--- config.mk ---
export PLATFORM = sky130hd
export DESIGN_NAME = cpu_control
export DESIGN_NICKNAME = d
export VERILOG_FILES = /design/src/rtl/cpu_pkg.sv /design/src/rtl/instr_dec.sv /design/src/rtl/cpu_control.sv
export SDC_FILE = /design/constraint.sdc
export NUM_CORES = 1
export LEC_CHECK = 0
export CAP_MARGIN = 15
export CORE_ASPECT_RATIO = 0.75
export CORE_MARGIN = 10
export CORE_UTILIZATION = 35
export CTS_BUF_LIST = sky130_fd_sc_hd__clkbuf_4 sky130_fd_sc_hd__clkbuf_8 sky130_fd_sc_hd__clkbuf_16
export CTS_CLUSTER_DIAMETER = 30
export DETAILED_ROUTE_END_ITERATION = 7
export PLACE_DENSITY = 0.76
export SETUP_SLACK_MARGIN = 0.15
export SLEW_MARGIN = 20
export SYNTH_ARGS = -nofsm -noshare
export SYNTH_HDL_FRONTEND = slang
export SYNTH_HIERARCHICAL = 1
export SYNTH_SLANG_ARGS = --single-unit
--- constraint.sdc ---
create_clock -name clk -period 1.25 [get_ports clk]
set_input_delay 0.125 -clock clk [delete_from_list [all_inputs] [get_ports clk]]
set_output_delay 0.125 -clock clk [all_outputs]
set_load 0.01 [all_outputs]
--- src/rtl/cpu_pkg.sv ---
// Shared types and constants for the CPU control unit: FSM state names,
// opcode/op field values and the one-hot writeback select codes.
package cpu_pkg;

   // Controller states; WAIT is the only idle state
   typedef enum logic [2:0] {
      S_WAIT      = 3'd0,
      S_DECODE    = 3'd1,
      S_WRITE_IMM = 3'd2,
      S_GET_A     = 3'd3,
      S_GET_B     = 3'd4,
      S_ALU       = 3'd5,
      S_WRITE_REG = 3'd6
   } state_t;

   // Instruction classes (opcode field, IR[15:13])
   localparam logic [2:0] OPC_MOV = 3'b110;
   localparam logic [2:0] OPC_ALU = 3'b101;

   // Sub-operation (op field, IR[12:11]); MOV and ALU classes share the encoding space
   localparam logic [1:0] OP_MOV_REG = 2'b00;
   localparam logic [1:0] OP_MOV_IMM = 2'b10;
   localparam logic [1:0] OP_ADD     = 2'b00;
   localparam logic [1:0] OP_CMP     = 2'b01;
   localparam logic [1:0] OP_AND     = 2'b10;
   localparam logic [1:0] OP_MVN     = 2'b11;

   // One-hot writeback select driven to the register-file input mux
   localparam logic [3:0] VSEL_C     = 4'b0001;
   localparam logic [3:0] VSEL_PC    = 4'b0010;
   localparam logic [3:0] VSEL_IMM   = 4'b0100;
   localparam logic [3:0] VSEL_MDATA = 4'b1000;

   // Where DECODE goes for a given opcode/op; unknown encodings fall back to WAIT
   function automatic state_t decodeNext(input logic [2:0] opcode, input logic [1:0] op);
      state_t nxt;
      nxt = S_WAIT;
      if (opcode == OPC_MOV && op == OP_MOV_IMM)
         nxt = S_WRITE_IMM;
      else if (opcode == OPC_MOV && op == OP_MOV_REG)
         nxt = S_GET_B;
      else if (opcode == OPC_ALU && op == OP_MVN)
         nxt = S_GET_B;
      else if (opcode == OPC_ALU && (op == OP_ADD || op == OP_CMP || op == OP_AND))
         nxt = S_GET_A;
      return nxt;
   endfunction

endpackage

--- src/rtl/instr_dec.sv ---
// Instruction field splitter: pulls the register/opcode fields out of the
// held instruction and sign-extends the two immediates.
module instr_dec
   import cpu_pkg::*;
(
   input  logic [15:0] i_ir,
   output logic [2:0]  o_opcode,
   output logic [1:0]  o_op,
   output logic [2:0]  o_rn,
   output logic [2:0]  o_rd,
   output logic [1:0]  o_sh,
   output logic [2:0]  o_rm,
   output logic [15:0] o_sximm8,
   output logic [15:0] o_sximm5
);

   // Pure wiring of the fixed instruction layout plus sign extension
   always_comb begin
      o_opcode = i_ir[15:13];
      o_op     = i_ir[12:11];
      o_rn     = i_ir[10:8];
      o_rd     = i_ir[7:5];
      o_sh     = i_ir[4:3];
      o_rm     = i_ir[2:0];
      o_sximm8 = {{8{i_ir[7]}}, i_ir[7:0]};
      o_sximm5 = {{11{i_ir[4]}}, i_ir[4:0]};
   end

endmodule

--- src/rtl/cpu_control.sv ---
// Multi-cycle CPU controller: holds the instruction register, steps the
// datapath through read/compute/writeback, and raises w when idle.
// This block owns no datapath, so the PC and mdata writeback sources it
// selects between are supplied as constant zero at the datapath level.
module cpu_control
   import cpu_pkg::*;
(
   input  logic        clk,
   input  logic        reset,
   input  logic        s,
   input  logic        load,
   input  logic [15:0] in,
   output logic        w,
   output logic [2:0]  readnum,
   output logic [2:0]  writenum,
   output logic [1:0]  ALUop,
   output logic [1:0]  shift,
   output logic        asel,
   output logic        bsel,
   output logic        loada,
   output logic        loadb,
   output logic        loadc,
   output logic        loads,
   output logic        write,
   output logic [3:0]  vsel,
   output logic [15:0] sximm8,
   output logic [15:0] sximm5
);

   state_t      r_state;
   logic [15:0] r_ir;

   logic [2:0]  w_opcode;
   logic [1:0]  w_op;
   logic [2:0]  w_rn;
   logic [2:0]  w_rd;
   logic [1:0]  w_sh;
   logic [2:0]  w_rm;
   logic        w_isMovReg;
   logic        w_isMvn;
   logic        w_isCmp;

   instr_dec uDec (
      .i_ir     (r_ir),
      .o_opcode (w_opcode),
      .o_op     (w_op),
      .o_rn     (w_rn),
      .o_rd     (w_rd),
      .o_sh     (w_sh),
      .o_rm     (w_rm),
      .o_sximm8 (sximm8),
      .o_sximm5 (sximm5)
   );

   // Instruction-class flags used by the ALU-step decisions
   always_comb begin
      w_isMovReg = (w_opcode == OPC_MOV) && (w_op == OP_MOV_REG);
      w_isMvn    = (w_opcode == OPC_ALU) && (w_op == OP_MVN);
      w_isCmp    = (w_opcode == OPC_ALU) && (w_op == OP_CMP);
   end

   // State sequencing and IR capture; the IR only accepts a new word while idle
   always_ff @(posedge clk or posedge reset) begin
      if (reset) begin
         r_state <= S_WAIT;
         r_ir    <= '0;
      end else begin
         case (r_state)
            S_WAIT: begin
               if (load)
                  r_ir <= in;
               if (s)
                  r_state <= S_DECODE;
            end
            S_DECODE:    r_state <= decodeNext(w_opcode, w_op);
            S_WRITE_IMM: r_state <= S_WAIT;
            S_GET_A:     r_state <= S_GET_B;
            S_GET_B:     r_state <= S_ALU;
            S_ALU:       r_state <= w_isCmp ? S_WAIT : S_WRITE_REG;
            S_WRITE_REG: r_state <= S_WAIT;
            default:     r_state <= S_WAIT;
         endcase
      end
   end

   // Moore outputs: everything idles at zero (vsel at C) unless the state drives it
   always_comb begin
      w        = (r_state == S_WAIT);
      readnum  = '0;
      writenum = '0;
      ALUop    = '0;
      shift    = '0;
      asel     = 1'b0;
      bsel     = 1'b0;
      loada    = 1'b0;
      loadb    = 1'b0;
      loadc    = 1'b0;
      loads    = 1'b0;
      write    = 1'b0;
      vsel     = VSEL_C;
      case (r_state)
         S_WRITE_IMM: begin
            writenum = w_rn;
            vsel     = VSEL_IMM;
            write    = 1'b1;
         end
         S_GET_A: begin
            readnum = w_rn;
            loada   = 1'b1;
         end
         S_GET_B: begin
            readnum = w_rm;
            loadb   = 1'b1;
         end
         S_ALU: begin
            shift = w_sh;
            ALUop = (w_opcode == OPC_ALU) ? w_op : 2'b00;
            asel  = w_isMovReg || w_isMvn;
            if (w_isCmp)
               loads = 1'b1;
            else
               loadc = 1'b1;
         end
         S_WRITE_REG: begin
            writenum = w_rd;
            vsel     = VSEL_C;
            write    = 1'b1;
         end
         default: begin
         end
      endcase
   end

endmodule

==> results of run 1 <==
[placed cells by master, fill, tap and decap left out, types with 3 or more instances in the layout]
cell / synthesis / layout
conb_1: 1 / 3
mux2i_1: 3 / 3
inv_1: 6 / 5
and2_4: 1 / 3
nor2_1: 10 / 6
dfrtp_2: 0 / 4
dlygate4sd2_1: 0 / 3
clkbuf_8: 0 / 3
buf_4: 51 / 31
mux2_4: 10 / 16
buf_2: 0 / 27
dfrtp_1: 19 / 15
clkdlybuf4s50_1: 0 / 19
a22o_1: 3 / 3
buf_6: 1 / 42
[cell usage after synthesis]
cell type / number
buf_4: 51
dfrtp_1: 19
mux2_4: 10
nor2_1: 10
inv_1: 6
mux2_2: 6
a22o_1: 3
and2_1: 3
mux2i_1: 3
nand2_1: 3
nor3b_1: 3
o21ai_0: 3
a21oi_1: 2
nand3b_1: 2
nor4b_1: 2
a221oi_1: 1
and2_4: 1
and3b_1: 1
and4b_1: 1
buf_12: 1
buf_6: 1
clkbuf_1: 1
conb_1: 1
nand4_1: 1
nor3_2: 1
o22ai_1: 1
or2_2: 1
or4b_1: 1
[power by group through the flow]
stage	registers (mW)	clock network [mW]	logic, mW
CTS	1.20	0.459	3.87
detailed placement	1.23	0	3.65
finish	1.27	0.452	4.38
floorplan	1.21	0	2.65
global placement	1.20	0	3.60
global route	1.31	0.491	4.68
[stage by stage]
| step | setup slack [ns] | cell area (sq um) | TNS (ns) | hold slack (ns) |
|---|---|---|---|---|
| after floorplan | -0.244 | 1470 | -3.94 | 0.0761 |
| after global placement | -0.398 | 2040 | -11.85 | 0.280 |
| after detailed placement | -0.423 | 2040 | -12.95 | 0.280 |
| after CTS | -0.309 | 2150 | -8.96 | 0.000742 |
| after global routing | -0.384 | 2360 | -11.51 | 0.00784 |
| final | -0.321 | 2360 | -9.10 | 0.00151 |
[area by class of cell]
| type | instances | share of cell area |
|---|---|---|
| inverters | 6 | 0.0106 |
| clock buffers | 4 | 0.0207 |
| well taps | 52 | 0.0276 |
| flip-flops and latches | 19 | 0.204 |
| repair buffers | 125 | 0.463 |
| multi-input cells | 62 | 0.274 |
[kinds of logic (layout without fill, tap and decap cells)]
group / after synthesis / count (layout)
multiplexers: 19 / 19
AND/OR/NAND/NOR: 30 / 30
AO/OA/AOI/OAI: 10 / 10
other: 1 / 3
buffers and inverters: 60 / 135
flip-flops: 19 / 19
[routing by layer]
metal  up-vias  routed length [um]
met2        49                2190
met3         7                 446
met4         0                  48
met1       580                1750
met5         -                   0
li1        563                   -
[registers in the layout, summed over array words and instances (netlist names)]
signal,cells
r_state,3
r_ir,16
[worst max-delay path: cells and delay by family (launching register included)]
family | cells | cell delay [ns]
AND/OR/NAND/NOR | 1 | 0.14
buffers and inverters | 3 | 0.40
AO/OA/AOI/OAI | 1 | 0.22
flip-flops | 1 | 0.42
[how the worst min path moves through the flow]
stage | cells after the start | slack (ns) | endpoint
after global routing | 2 | 0.008 | r_ir[4]
after floorplan | 1 | 0.08 | r_ir[0]
after detailed placement | 2 | 0.28 | r_ir[4]
after CTS | 2 | 0.0007 | r_ir[4]
after global placement | 2 | 0.28 | r_ir[4]
final | 2 | 0.002 | r_ir[4]
[repair_timing]
action,4_1_cts,5_1_grt
buffers inserted,19,6
gates resized for setup,219,47
pin swaps,12,14
endpoints found under the setup margin,70,55
hold buffers,0,0
==> results.md, run 1 <==
* CTS buffer count at 3
* I/O Buffers at 70
* Gr busiest metal: met2
* Maximum achievable frequency at 636 MHz
* Routed Wire Length at 4430 um
* Synth warnings at 6
* Final Hold Vio Count at 0
* Sequential area share after synthesis at 0.336
* Initial antenna violation count at 0
* Post-synthesis xor/xnor area fraction at 0
* Tcrit/Tclk final at 1.26
* CP startpoint: r_state[1]
* Post-DP HPWL at 3070 um
* Clk pwr share at 0.074
* Setup skew after layout at between 0.0015 and 0.002 ns
* Cell Count, Final, Fillers Out at approximately 270
* Max clock buf depth at 2
* Max-Cap Viols at 0
* Post-layout min period at 1.57 ns
* Worst min-delay path class: input pin to async pin
* Clk Latency, worst-skew pair at between 0.2 and 0.3 ns
* CP cell instances: buf_6 -> nor3b_4 -> buf_6 -> a22o_1 -> buf_2
* CTS clock-pin slew for the worst setup and hold paths at roughly 0.07 ns
* Number of global-route vias before repair at 1314
* Synth Area in Compound Gates at 0.0468
* Post-Syn Area at 1420 sq um
* Post-route ant nets at 0
* Multi-input logic area at 646 sq um
* Nets at 237
* First-pass GRT wire length at 6880 um
* Grt ovf at 0
* Max VDD drop at 1320 uV
* Reg2Reg Depth at 5
* Vias at 1199
* Fin util at 0.624
* Std-Cell Rows at 19
* Most numerous cell on the critical path: buf_6
* Share of cells above drive strength 1 at 0.671
* Worst Path Arrival at about 1.5 ns
* Via density at 4.47
* Slowest CP cell: dfrtp_2
* Pwr dens at 2590 nW/um^2
* Final Max Tran Viols at 0
* Netlist cell types at 28
* Synth-to-Final Area Change at 66.4%
* Sequential Power Share at 0.208
* Net Sw Power at 2.28 mW
* Cell leakage power at approximately 1.2 nW
* Synth Instances at 139
* Crit end category: output port
* Synth area leader: dfrtp_1
* Worst-path fanout max at 5
* Sw Share at 0.373
* N_diodes at 0
* Worst path max stage delay at 0.42 ns
* First drt pass iteration count at 4
* Synth top area cells: dfrtp_1 (34%), buf_4 (27%), mux2_4 (11%)
* Reg2reg start: r_ir[14]
* Storage element area at 480 sq um
* Average cell area after synthesis at between 10 and 15 sq um
* CTS tree: yes
* Simple-Gate Fraction of Synth Area at 0.129
* Startpoint Class: register
* H-Tree Depth at 1
* Setup CP Type: register to output port
* Placer Congestion at 0.782
* Total track usage at 0.121
* Die Y at about 75 um
* Filler cells at 295
* Top Ports at 74
* Setup ws final at -0.321 ns
* Initial Utilization at 0.375
* Worst R2R End: r_state[0]
* Clock root buffer: clkbuf_8
* Pint at ~3.8 mW
* Largest net degree at the start of global routing at 19
* Worst Setup EP: readnum[2]
* M3 GR Usage at 0.0566
* Failing checks: setup timing
* Final setup violation count at 38
* Placed cells at approximately 240
* DR WL/cell at between 15 and 20 um
* Grt met2 use at 0.205
* Adder-cell share of the synthesized area at 0
* Post-synth top area share at 0.336
* Largest family of logic cells by synthesized area: buffers and inverters
* Met1 global-route usage at 0.136
* Clock sink count at 19
* Die area at 7020 sq um
* Reg2reg setup slack at -0.30 ns
* DRT iter0 DRCs at 64
* Combinational share of power at 0.718
* Outcome: finished with violations
* Core area at 3780 sq um
* Die width at between 90 and 100 um
* Worst EP required at 1.12 ns
* DRC violation count after routing at 0
* Flops & latches, synth at 19
* Overall Power at a little over 6 mW
* Post-synthesis mux area share at 0.175
* RSZ-0062 raised after global routing: yes
(Power assumes the default switching activity.)
==> inputs of run 2 (changes only) <==
- ABC_AREA: unset -> 1
- CORE_UTILIZATION: 35 -> 36
- PLACE_DENSITY: 0.76 -> 0.78
==> results.md, run 2 <==
* Outcome: finished with violations
* Failing checks: setup timing
* First drt pass iteration count at 4 (unchanged)
* Grt ovf at 0 (unchanged)
* Biggest register: r_ir
* Uppermost layer routed: met4
* Overall Power at 6.21 mW (+1.9%)
* CTS buffer count at 3 (unchanged)
* Sequential area share after synthesis at 0.330 (-0.00525)
* Setup ws final at -0.236 ns (+0.0848 ns)
* Final setup violation count at 47 (+24%)
* Post-route ant nets at 0 (unchanged)
* Startpoint Class: register
* DRT iter0 DRCs at 75 (+17%)
* Maximum achievable frequency at 673 MHz (+5.7%)
* Initial antenna violation count at 0 (unchanged)
* Most frequent cell after synthesis: buf_4
* RSZ-0062 raised after global routing: yes
* Via density at 4.48 (about the same)
* Largest regs: r_ir (16), r_state (3)
* Synth warnings at 6 (unchanged)
* Worst Path Arrival at 1.36 ns (-0.09 ns)
* TNS Setup at -4.79 ns (+4.31 ns)
* Synth area leader: dfrtp_1
* Worst min-delay path class: input pin to async pin
* Routed Wire Length at 4710 um (+6.4%)
* Main synth FF type: dfrtp_1
* Average cell area after synthesis at 7.57 sq um (-26%)
* M1 WL at 1900 um (+8.8%)
* Setup skew after layout at 0.00638 ns (+0.00476 ns)
* Largest net degree at the start of global routing at 20 (+1)
* Pre-CTS setup slack at -0.371 ns (+0.0526 ns)
* Clock sink count at 19 (unchanged)
* Clk Latency, worst-skew pair at 0.26 ns (about the same)
* Crit end category: output port
* Synth top area cells: dfrtp_1 (33%), buf_4 (27%), nand2_1 (11%)
* Worst path max stage delay at 0.44 ns (+0.02 ns)
* Pwr dens at 2580 nW/um^2 (-0.36%)
* Worst EP required at 1.12 ns (about the same)
* Reg2reg setup slack at -0.11 ns (+0.19 ns)
* I/O Buffers at 70 (unchanged)
* Number of synthesized flops with an enable pin at 0 (unchanged)
* First-pass GRT wire length at 7330 um (+6.5%)
* Max VDD drop at 1450 uV (+9.6%)
* Share of cells above drive strength 1 at 0.582 (-0.0892)
* Vias at 1433 (+20%)
* Worst Setup EP: writenum[0]
* Max clock buf depth at 2 (unchanged)
* Setup CP Type: register to output port
* CTS clock-pin slew for the worst setup and hold paths at 0.07 ns (about the same)
* DR WL met3 at 296 um (-34%)
* Tcrit/Tclk final at 1.19 (-0.0679)
* H-Tree Depth at 1 (unchanged)
* Cell leakage power at 1.28 nW (+8.2%)
* Post-Syn Area at 1440 sq um (+1.6%)
* Most common cell after layout, fill and taps aside: buf_4
* Post-synth top area share at 0.330 (-0.00525)
* Number of global-route vias before repair at 1497 (+14%)
* Netlist cell types at 19 (-32%)
* Total track usage at 0.131 (+0.00979)
* Std-Cell Rows at 19 (unchanged)
* N_diodes at 0 (unchanged)
* Largest register FFs at 16 (unchanged)
* Nets at 289 (+22%)
* Final Max Tran Viols at 0 (unchanged)
* Worst-path fanout max at 5 (unchanged)
* Final Hold Vio Count at 0 (unchanged)
* Core area at 3760 sq um (-0.63%)
* Min Hold Slack at 0.187 ns (+0.186 ns)
* Synth Instances at 190 (+37%)
* CP cell instances: nor2_4 -> buf_6 -> nand2_8 -> o21ai_2 -> buf_2
* Synth-to-Final Area Change at 67.5%
* Routed wl met2 at 2470 um (+13%)
* CP startpoint: r_state[0]
* Clock root buffer: clkbuf_8
* DRC violation count after routing at 0 (unchanged)
* Post-DP HPWL at 3270 um (+6.6%)
* Flops & latches, synth at 19 (unchanged)
* Max-Cap Viols at 0 (unchanged)
* Hold-fix buffers, CTS at 0 (unchanged)
* Initial Utilization at 0.383 (+0.00837)
* Post-synth top cells: buf_4 (51), nand2_1 (44), nand3_1 (26), dfrtp_1 (19), inv_1 (17)
* Top Ports at 74 (unchanged)
* Die Y at 74.8 um (-0.45%)
* Slowest CP cell: dfrtp_2
* Reg2reg start: r_state[1]
* Die area at 6950 sq um (-0.94%)
* Most frequent cells in the layout: buf_4 (35), buf_2 (33), nand2_1 (32), buf_6 (31), clkdlybuf4s50_1 (19)
* Worst R2R End: r_ir[15]
* Fin util at 0.642 (+0.0179)
* DR WL/cell at 14.7 um (-11%)
* Post-layout min period at 1.49 ns (-0.0848 ns)
* Asr flop ratio synth at 1.00 (unchanged)
* Placer Congestion at 0.795 (+1.7%)
* Reg2Reg Depth at 9 (+4)
* CTS tree: yes
* Die width at 93 um (-0.49%)
run 2: where the power goes:
group | switching [mW] | internal [mW] | total, mW | leakage [nW]
clock | 0.216 | 0.249 | 0.465 | 0.0262
sequential | 0.267 | 0.919 | 1.19 | 0.233
combinational | 2.19 | 2.38 | 4.56 | 1.02
run 2: how the worst min path moves through the flow:
stage                       endpoint  slack, ns
after floorplan              r_ir[0]       0.08
after global placement    r_state[2]       0.47
after detailed placement    r_ir[13]       0.48
after CTS                 r_state[2]       0.19
after global routing         r_ir[1]       0.25
final                        r_ir[1]       0.19
run 2: timing repair:
| item | CTS | global route |
|---|---|---|
| resized for setup | 245 | 25 |
| endpoints found under the setup margin | 70 | 61 |
| setup buffers | 22 | 4 |
| hold endpoints to repair | 0 | 0 |
| gates cloned | 2 | 0 |
| pin swaps | 9 | 3 |
run 2: metrics by stage:
stage,instance area [sq um],std cells
2_1_floorplan,1500,192
3_3_place_gp,2060,288
3_5_place_dp,2060,288
4_1_cts,2270,316
5_1_grt,2410,320
6_report,2410,320
run 2: logic make-up after synthesis:
logic type,share of synthesized area
compound gates,0.0278
buf+inv,0.349
simple gates,0.290
flops,0.330
other cells,0.00261
run 2: area by class of cell:
| class | instances | area [sq um] |
|---|---|---|
| fillers | 325 | 1350 |
| repair buffers | 126 | 1080 |
| multi-input cells | 101 | 656 |
| flip-flops and latches | 19 | 479 |
| inverters | 18 | 77.6 |
| well taps | 52 | 65.1 |
| clock buffers | 4 | 48.8 |
run 2: routing by layer:
layer / vias to the layer above / global-route usage
met5: - / 0
met4: 0 / 0.0307
met3: 7 / 0.0397
met2: 66 / 0.250
met1: 667 / 0.140
li1: 693 / -
run 2: worst max-delay path, delay by kind of cell (launching register included):
kind | cells | cell delay [ns]
AO/OA/AOI/OAI | 1 | 0.11
buffers and inverters | 2 | 0.29
flip-flops | 1 | 0.44
AND/OR/NAND/NOR | 2 | 0.26
